**src/rtl/el2_exu_alu_sender_if.sv**
```systemverilog
// Handshake bundle between the ALU result producer and the NoC injection port.
// The slave modport is the sender block's view; master is the surrounding logic.
interface el2_exu_alu_sender_if #(
  parameter int unsigned PACKET_BITS = 128,
  parameter int unsigned FLIT_BITS   = 32
);
  logic                   pkt_valid;
  logic                   pkt_ready;
  logic [PACKET_BITS-1:0] pkt_data;
  logic                   flit_valid;
  logic                   flit_ready;
  logic [FLIT_BITS-1:0]   flit_data;
  logic                   flit_first;
  logic                   flit_last;

  modport master (
    output pkt_valid, pkt_data, flit_ready,
    input  pkt_ready, flit_valid, flit_data, flit_first, flit_last
  );

  modport slave (
    input  pkt_valid, pkt_data, flit_ready,
    output pkt_ready, flit_valid, flit_data, flit_first, flit_last
  );
endinterface

```
**src/rtl/el2_exu_alu_sender.sv**
```systemverilog
// Captures one ALU result packet per handshake and serializes it LSB-first into
// NoC flits; supports back-to-back packets, flit backpressure and flush abort.
module el2_exu_alu_sender #(
  parameter int unsigned PACKET_BITS = 128,
  parameter int unsigned FLIT_BITS   = 32,
  parameter int unsigned CNT_BITS    = 8
) (
  input  logic                      clk_noc,
  input  logic                      rst_l,
  input  logic                      noc_sr_flush,
  el2_exu_alu_sender_if.slave       noc,
  output logic                      busy,
  output logic [CNT_BITS-1:0]       abort_cnt
);

  localparam int unsigned NFLITS   = (PACKET_BITS + FLIT_BITS - 1) / FLIT_BITS;
  localparam int unsigned REG_BITS = NFLITS * FLIT_BITS;
  localparam int unsigned IDX_BITS = (NFLITS > 1) ? $clog2(NFLITS) : 1;

  localparam logic [0:0] ST_IDLE = 1'b0;
  localparam logic [0:0] ST_SEND = 1'b1;

  localparam logic [IDX_BITS-1:0] IDX_LAST = IDX_BITS'(NFLITS - 1);

  logic [0:0]          r_state,     w_state_nxt;
  logic [IDX_BITS-1:0] r_idx,       w_idx_nxt;
  logic [REG_BITS-1:0] r_pkt,       w_pkt_nxt;
  logic [CNT_BITS-1:0] r_abort_cnt, w_abort_nxt;
  logic                r_live;

  logic        w_send;
  logic        w_flit_valid;
  logic        w_is_last;
  logic        w_flit_last;
  logic        w_pkt_ready;
  logic        w_accept;
  logic [31:0] w_shift;

  // Handshake decode; r_live holds pkt_ready low while reset is asserted.
  assign w_send       = (r_state == ST_SEND);
  assign w_flit_valid = w_send & ~noc_sr_flush;
  assign w_is_last    = (r_idx == IDX_LAST);
  assign w_flit_last  = w_flit_valid & w_is_last;
  assign w_pkt_ready  = r_live & ~noc_sr_flush & (~w_send | (w_flit_last & noc.flit_ready));
  assign w_accept     = noc.pkt_valid & w_pkt_ready;
  assign w_shift      = 32'(r_idx) * FLIT_BITS;

  assign noc.pkt_ready  = w_pkt_ready;
  assign noc.flit_valid = w_flit_valid;
  assign noc.flit_first = w_flit_valid & (r_idx == '0);
  assign noc.flit_last  = w_flit_last;
  assign noc.flit_data  = FLIT_BITS'(r_pkt >> w_shift);
  assign busy           = w_send;
  assign abort_cnt      = r_abort_cnt;

  // Next state: flush beats any handshake; a reload on the last flit keeps SEND.
  always_comb begin
    w_state_nxt = r_state;
    w_idx_nxt   = r_idx;
    w_pkt_nxt   = r_pkt;
    w_abort_nxt = r_abort_cnt;
    if (noc_sr_flush) begin
      if (w_send) begin
        w_state_nxt = ST_IDLE;
        w_idx_nxt   = '0;
        if (r_abort_cnt != '1) begin
          w_abort_nxt = r_abort_cnt + CNT_BITS'(1);
        end
      end
    end else if (w_accept) begin
      w_pkt_nxt   = REG_BITS'(noc.pkt_data);
      w_idx_nxt   = '0;
      w_state_nxt = ST_SEND;
    end else if (w_flit_valid && noc.flit_ready) begin
      if (w_is_last) begin
        w_state_nxt = ST_IDLE;
      end else begin
        w_idx_nxt = r_idx + IDX_BITS'(1);
      end
    end
  end

  always_ff @(posedge clk_noc or negedge rst_l) begin
    if (!rst_l) begin
      r_state     <= ST_IDLE;
      r_idx       <= '0;
      r_pkt       <= '0;
      r_abort_cnt <= '0;
      r_live      <= 1'b0;
    end else begin
      r_state     <= w_state_nxt;
      r_idx       <= w_idx_nxt;
      r_pkt       <= w_pkt_nxt;
      r_abort_cnt <= w_abort_nxt;
      r_live      <= 1'b1;
    end
  end

endmodule

```
**src/flat_wrapper.sv**
```systemverilog
// flat-port wrapper written by rule: the top's interface ports become plain ports
module el2_exu_alu_sender_flat 
#(
  parameter int unsigned PACKET_BITS = 128,
  parameter int unsigned FLIT_BITS   = 32,
  parameter int unsigned CNT_BITS    = 8
)
  (clk_noc, rst_l, noc_sr_flush, busy, abort_cnt, noc_pkt_valid, noc_pkt_data, noc_flit_ready, noc_pkt_ready, noc_flit_valid, noc_flit_data, noc_flit_first, noc_flit_last);
  el2_exu_alu_sender_if #(.PACKET_BITS(PACKET_BITS), .FLIT_BITS(FLIT_BITS)) noc_i ();
  input  logic clk_noc;
  input  logic rst_l;
  input  logic noc_sr_flush;
  output logic busy;
  output logic [CNT_BITS-1:0] abort_cnt;
  input wire logic [$bits(noc_i.pkt_valid)-1:0] noc_pkt_valid;
  input wire logic [$bits(noc_i.pkt_data)-1:0] noc_pkt_data;
  input wire logic [$bits(noc_i.flit_ready)-1:0] noc_flit_ready;
  output wire logic [$bits(noc_i.pkt_ready)-1:0] noc_pkt_ready;
  output wire logic [$bits(noc_i.flit_valid)-1:0] noc_flit_valid;
  output wire logic [$bits(noc_i.flit_data)-1:0] noc_flit_data;
  output wire logic [$bits(noc_i.flit_first)-1:0] noc_flit_first;
  output wire logic [$bits(noc_i.flit_last)-1:0] noc_flit_last;
  assign noc_i.pkt_valid = noc_pkt_valid;
  assign noc_i.pkt_data = noc_pkt_data;
  assign noc_i.flit_ready = noc_flit_ready;
  assign noc_pkt_ready = noc_i.pkt_ready;
  assign noc_flit_valid = noc_i.flit_valid;
  assign noc_flit_data = noc_i.flit_data;
  assign noc_flit_first = noc_i.flit_first;
  assign noc_flit_last = noc_i.flit_last;
  el2_exu_alu_sender #(.PACKET_BITS(PACKET_BITS), .FLIT_BITS(FLIT_BITS), .CNT_BITS(CNT_BITS)) u_core (.clk_noc(clk_noc), .rst_l(rst_l), .noc_sr_flush(noc_sr_flush), .noc(noc_i), .busy(busy), .abort_cnt(abort_cnt));
endmodule
```
**config.mk**
```make
export PLATFORM = sky130hd
export DESIGN_NAME = el2_exu_alu_sender_flat
export DESIGN_NICKNAME = d
export VERILOG_FILES = /design/src/rtl/el2_exu_alu_sender_if.sv /design/src/rtl/el2_exu_alu_sender.sv /design/src/flat_wrapper.sv
export SDC_FILE = /design/constraint.sdc
export NUM_CORES = 1
export LEC_CHECK = 0
export ABC_AREA = 1
export CELL_PAD_IN_SITES_DETAIL_PLACEMENT = 1
export CELL_PAD_IN_SITES_GLOBAL_PLACEMENT = 1
export CORE_MARGIN = 3
export CORE_UTILIZATION = 38
export CTS_CLUSTER_DIAMETER = 120
export DETAILED_ROUTE_END_ITERATION = 10
export HOLD_SLACK_MARGIN = 0.03
export PLACE_DENSITY = 0.88
export SLEW_MARGIN = 15
export SYNTH_ARGS = -nofsm -noshare
export SYNTH_HDL_FRONTEND = slang
export SYNTH_SLANG_ARGS = --single-unit
```
**constraint.sdc**
```tcl
create_clock -name clk_noc -period 4.6 [get_ports clk_noc]
set_input_delay 0.92 -clock clk_noc [delete_from_list [all_inputs] [get_ports clk_noc]]
set_output_delay 0.92 -clock clk_noc [all_outputs]
set_load 0.01 [all_outputs]
```
==> Yosys cells after proc, flatten, opt, wreduce, memory -nomap -nowiden <==
Index checks and enable logic that the tools add are counted.
Widths: inputs -> output; s select.
{ "totals": {"wordCells": 39, "in_bits": 133, "ff_bits": 140, "output_inout_bits": 45} }
{ "op_classes": {"n_mux": 9, "reduce_logical": 8, "n_addsub": 2, "shifts": 1, "n_eq_ne": 4, "bitwise_logic": 10} }
{ "ops": {"columns": ["op", "count"], "rows": [
  ["$shr 128x7->32", 1],
  ["$mux 2", 5],
  ["$add 8x1->8 const B", 1],
  ["$ne 8x8->1 const B", 1],
  ["$and 1x1->1", 7],
  ["$reduce_and 3->1", 2],
  ["$reduce_bool 3->1", 2],
  ["$mux 1", 4],
  ["$reduce_and 2->1", 2],
  ["$ne 3x3->1 const B", 1],
  ["$add 2x1->2 const B", 1],
  ["$eq 2x2->1 const B", 1],
  ["$logic_not 2->1", 1],
  ["$ne 2x1->1 const B", 1],
  ["$not 1->1", 2],
  ["$logic_and 1x1->1", 1],
  ["$or 1x1->1", 1]
]} }

==> Depth between registers and ports, before layout <==
{ "logic_depth": {"ltp_word": 9, "depth_mapped": 9} }

==> Worst setup path after synthesis <==
Ideal clock, no wire load.
{ "synth_timing": {"path_type": "in2out", "startpoint": "input noc_sr_flush", "endpoint": "output noc_pkt_ready", "stages": 3, "required_ns": 3.680, "n_path_buf": 1, "t_arrival_ns": 1.505, "path_slack_ns": 2.175, "path_cell_list": "nor2_1 -> a21boi_1 -> buf_2"} }
{ "synth_via": {"elab_chain_len": 6} }
{ "synth_lines": {"columns": ["element", "line", "text"], "rows": [
  ["start: declaration", "flat_wrapper.sv:12", "input logic noc_sr_flush;"],
  ["$not 1->1 (no source line) (*)", null, null],
  ["$and 1x1->1", "el2_exu_alu_sender.sv:41", "assign w_flit_valid = w_send & ~noc_sr_flush;"],
  ["$and 1x1->1", "el2_exu_alu_sender.sv:43", "assign w_flit_last = w_flit_valid & w_is_last;"],
  ["$and 1x1->1", "el2_exu_alu_sender.sv:44", "assign w_pkt_ready = r_live & ~noc_sr_flush & (~w_send | (w_flit_last & noc.flit_ready));"],
  ["$or 1x1->1", "el2_exu_alu_sender.sv:44", null],
  ["$and 1x1->1 (*)", "el2_exu_alu_sender.sv:44", null],
  ["end: declaration", "flat_wrapper.sv:18", "output wire logic [$bits(noc_i.pkt_ready)-1:0] noc_pkt_ready;"]
]} }
Mark *: on every way between the ends. The rest lies on a longest branch, timed or not.

==> Worst setup path after layout <==
{ "layout_timing": {"startpoint": "register u_core.r_idx[0]", "endpoint": "output noc_flit_data[19]"} }
{ "layout_via": {"elab_chain_len": 1} }
{ "layout_lines": {"columns": ["element", "line", "text"], "rows": [
  ["start: declaration", "el2_exu_alu_sender.sv:26", "logic [IDX_BITS-1:0] r_idx, w_idx_nxt;"],
  ["start signal: assignment", "el2_exu_alu_sender.sv:92", "r_idx <= w_idx_nxt;"],
  ["$shr 128x7->32", "el2_exu_alu_sender.sv:52", "assign noc.flit_data = FLIT_BITS'(r_pkt >> w_shift);"],
  ["end: declaration", "flat_wrapper.sv:20", "output wire logic [$bits(noc_i.flit_data)-1:0] noc_flit_data;"]
]} }
Every way passes these cells.

==> out/qor.yml <==
status: "finished clean"
final_cell_area_mm2: 0.00906
die_h_um: 138
syn-cell-area_mm2: 0.00657
worstSkewPairLatency_ns: 0.42
grt.overflow.total: 0
drc: 0
vias_per_cell: 5.29
drive_above_1_share_pct: 4.70
synth.most_common_cell: "nand2_1"
place_area_mm2: 0.00840
yosysTopAreaCell: "dfrtp_1"
dieArea_mm2: 0.0189
slew_headroom_pct: 47.0
synth_cell_type_count: 20
final-hold-violation-count: 0
top_usage_layer: "met2"
clock_path_buffers: 2
ys_seq_elements: 140
clock_sinks: 140
cts_resized: 0
drt-initial-drc-count: 388
grt_pass1_vias: 6802
ys.flop_type: "dfrtp_1"
synthArstFlopShare_pct: 100
synthTopCellsByCount: "288 x nand2_1, 140 x dfrtp_1, 130 x nand3_1, 70 x nor2_1, 66 x o21ai_0"
min_period_ns: 3.63
post-route-util_pct: 54.1
final_nets: 1101
slowest_delay_ns: 0.62
required_ns: 3.68
die_x_um: 138
drt-total-wl_um: 21700
synth_edf_count: 0
met3_usage_pct: 5.48
fin_tns_setup_ns: 0
root_buffer: "clkbuf_16"
antenna_found_initial: 0
area_growth_pct: 37.8
met1_usage_pct: 30.2
worst_pin_slew_ns: 0.795
clkTransAtPathRegs_ns: 0.06
critPathLaunchType: "flop"
p_total_mw: 4.70
wl_per_cell_um: 18.1
yosysSeqAreaShare_pct: 53.3
syn_area_per_cell_um2: 8.01
hpwl_um: 13400
portBuffers: 177
critPathKind: "reg2out"
cp-end-kind: "output pin"
netlist_instances: 821
drtPass1Iterations: 4
powerDensity_mw_per_mm2: 518
post-cts-setup-buffer-count: 0
worstHoldStart: "u_core.r_pkt[38]"
diodes: 0
cpMaxStageDelayCell: "clkdlybuf4s50_1"
grt_pass1_wl_um: 34500
h-tree-depth: 4
hold_path_end: "u_core.r_pkt[38]"
synth_nets: 957
place_congestion: 0.769
synth.area.top_cells: "dfrtp_1 53%, nand2_1 16%, nand3_1 9.9%"
stdcell_count: 1198
postCtsHoldBufs: 0
grt_use_met2_pct: 39.0
worstHoldPathType: "reg2reg"
num_rows: 47
ant_nets: 0
cts_buffers: 17
dp_cells: 1166
crit_buf_inv: 3
grtUsageTotal_pct: 23.3
io_pins: 178
final_max_slew_viol_count: 0
rsz0062_at_grt: "false"
irDropWorstVdd_v: 0.000264
timing.final.crit_share_pct: 78.8
min_path_cells: 2
grt_max_degree: 84
final-setup-viol-count: 0
path_cells: "inv_2 > buf_4 > nor2_1 > o22ai_1 > clkdlybuf4s50_1"
core_area_mm2: 0.0168
vias: 6332
max_freq_mhz: 276
reg2reg_slack_ns: 1.29
r2r-end: "u_core.r_pkt[37]"
ys.warnings.count: 0
p_leak_nw: 4.39
synth_top_area_share_pct: 53.3
cts_tree: "yes"
drv_cap: 0
initial_utilization_pct: 39.2
skew_ns: 0.0104
crit_arrival_ns: 2.71
cp_max_fo: 41
ff2ff_path_depth: 8
reg2reg_from: "u_core.r_idx[0]"
crit_family: "buffers and inverters"
worst register-to-register path, cell delays in order, from the launching register on:
cell and delay [ns]:
dfrtp_2 0.37, buf_4 0.58, ha_1 0.32, nand4_1 0.18
a21boi_4 0.18, buf_4 0.48, buf_4 0.74, nand3_1 0.26
nand2_1 0.13
state kept, by name, indices dropped and copies added, names as in the netlist:
| name | count |
|---|---|
| u_core.abort_cnt | 8 |
| u_core.r_live | 1 |
| u_core.busy | 1 |
| u_core.r_pkt | 128 |
| u_core.r_idx | 2 |
through the flow:
step,hold slack [ns],setup WS [ns]
3_5_place_dp,0.462,1.11
2_1_floorplan,0.444,2.18
3_3_place_gp,0.456,1.23
6_report,0.477,0.974
5_1_grt,0.494,0.814
4_1_cts,0.477,0.973
area by class of cell:
| type | instances | area [um^2] |
|---|---|---|
| flip-flops and latches | 140 | 3500 |
| fillers | 1993 | 7700 |
| clock inverters | 11 | 215 |
| inverters | 13 | 48.8 |
| clock buffers | 21 | 450 |
| well taps | 220 | 275 |
| multi-input cells | 606 | 2710 |
| repair buffers | 187 | 1860 |
metal layers:
layer	vias to the layer above	routed length, um
met1	3154	9580
li1	2982	-
met2	166	10600
met3	30	1170
met5	-	0
met4	0	364
cells by family after synthesis:
group,share of synthesized area (%)
AOI/OAI and AO/OA,8.32
xor gates and xnor gates,0.933
adders and majority gates,0.571
buffers and inverters,5.79
DFF,53.3
other,0.0570
and+or+nand+nor,31.0
how the worst max path moves through the flow:
| stage | slack (ns) | depth (start not counted) | startpoint | endpoint |
|---|---|---|---|---|
| final | 0.97 | 5 | u_core.r_idx[0] | noc_flit_data[19] |
| after global routing | 0.81 | 5 | u_core.r_idx[0] | noc_flit_data[19] |
| after CTS | 0.97 | 5 | u_core.r_idx[0] | noc_flit_data[19] |
| after detailed placement | 1.11 | 7 | noc_sr_flush | u_core.r_pkt[37] |
| after global placement | 1.23 | 7 | noc_sr_flush | u_core.r_pkt[112] |
| after floorplan | 2.18 | 3 | noc_sr_flush | noc_pkt_ready |
layout by cell type, fill, tap and decap left out, types with 2 or more instances in the layout:
master	netlist	final
inv_1	13	12
buf_4	3	10
o22ai_1	32	32
xnor2_1	4	4
nor2_1	70	70
nand3_1	130	130
clkinv_2	0	2
dfrtp_1	140	139
clkbuf_1	39	3
bufinv_16	0	6
xor2_1	3	3
ha_1	3	3
nand4_1	5	5
clkbuf_16	0	17
nand2_1	288	288
o21ai_0	66	66
clkdlybuf4s50_1	0	175
clkinv_4	0	2
where the power goes:
group	internal [mW]	switching, mW	total [mW]
registers	1.48	0.154	1.63
clock network	1.03	0.546	1.58
logic	0.687	0.798	1.49
total	3.20	1.50	4.70
No activity file was read; power rests on OpenSTA's default activity.
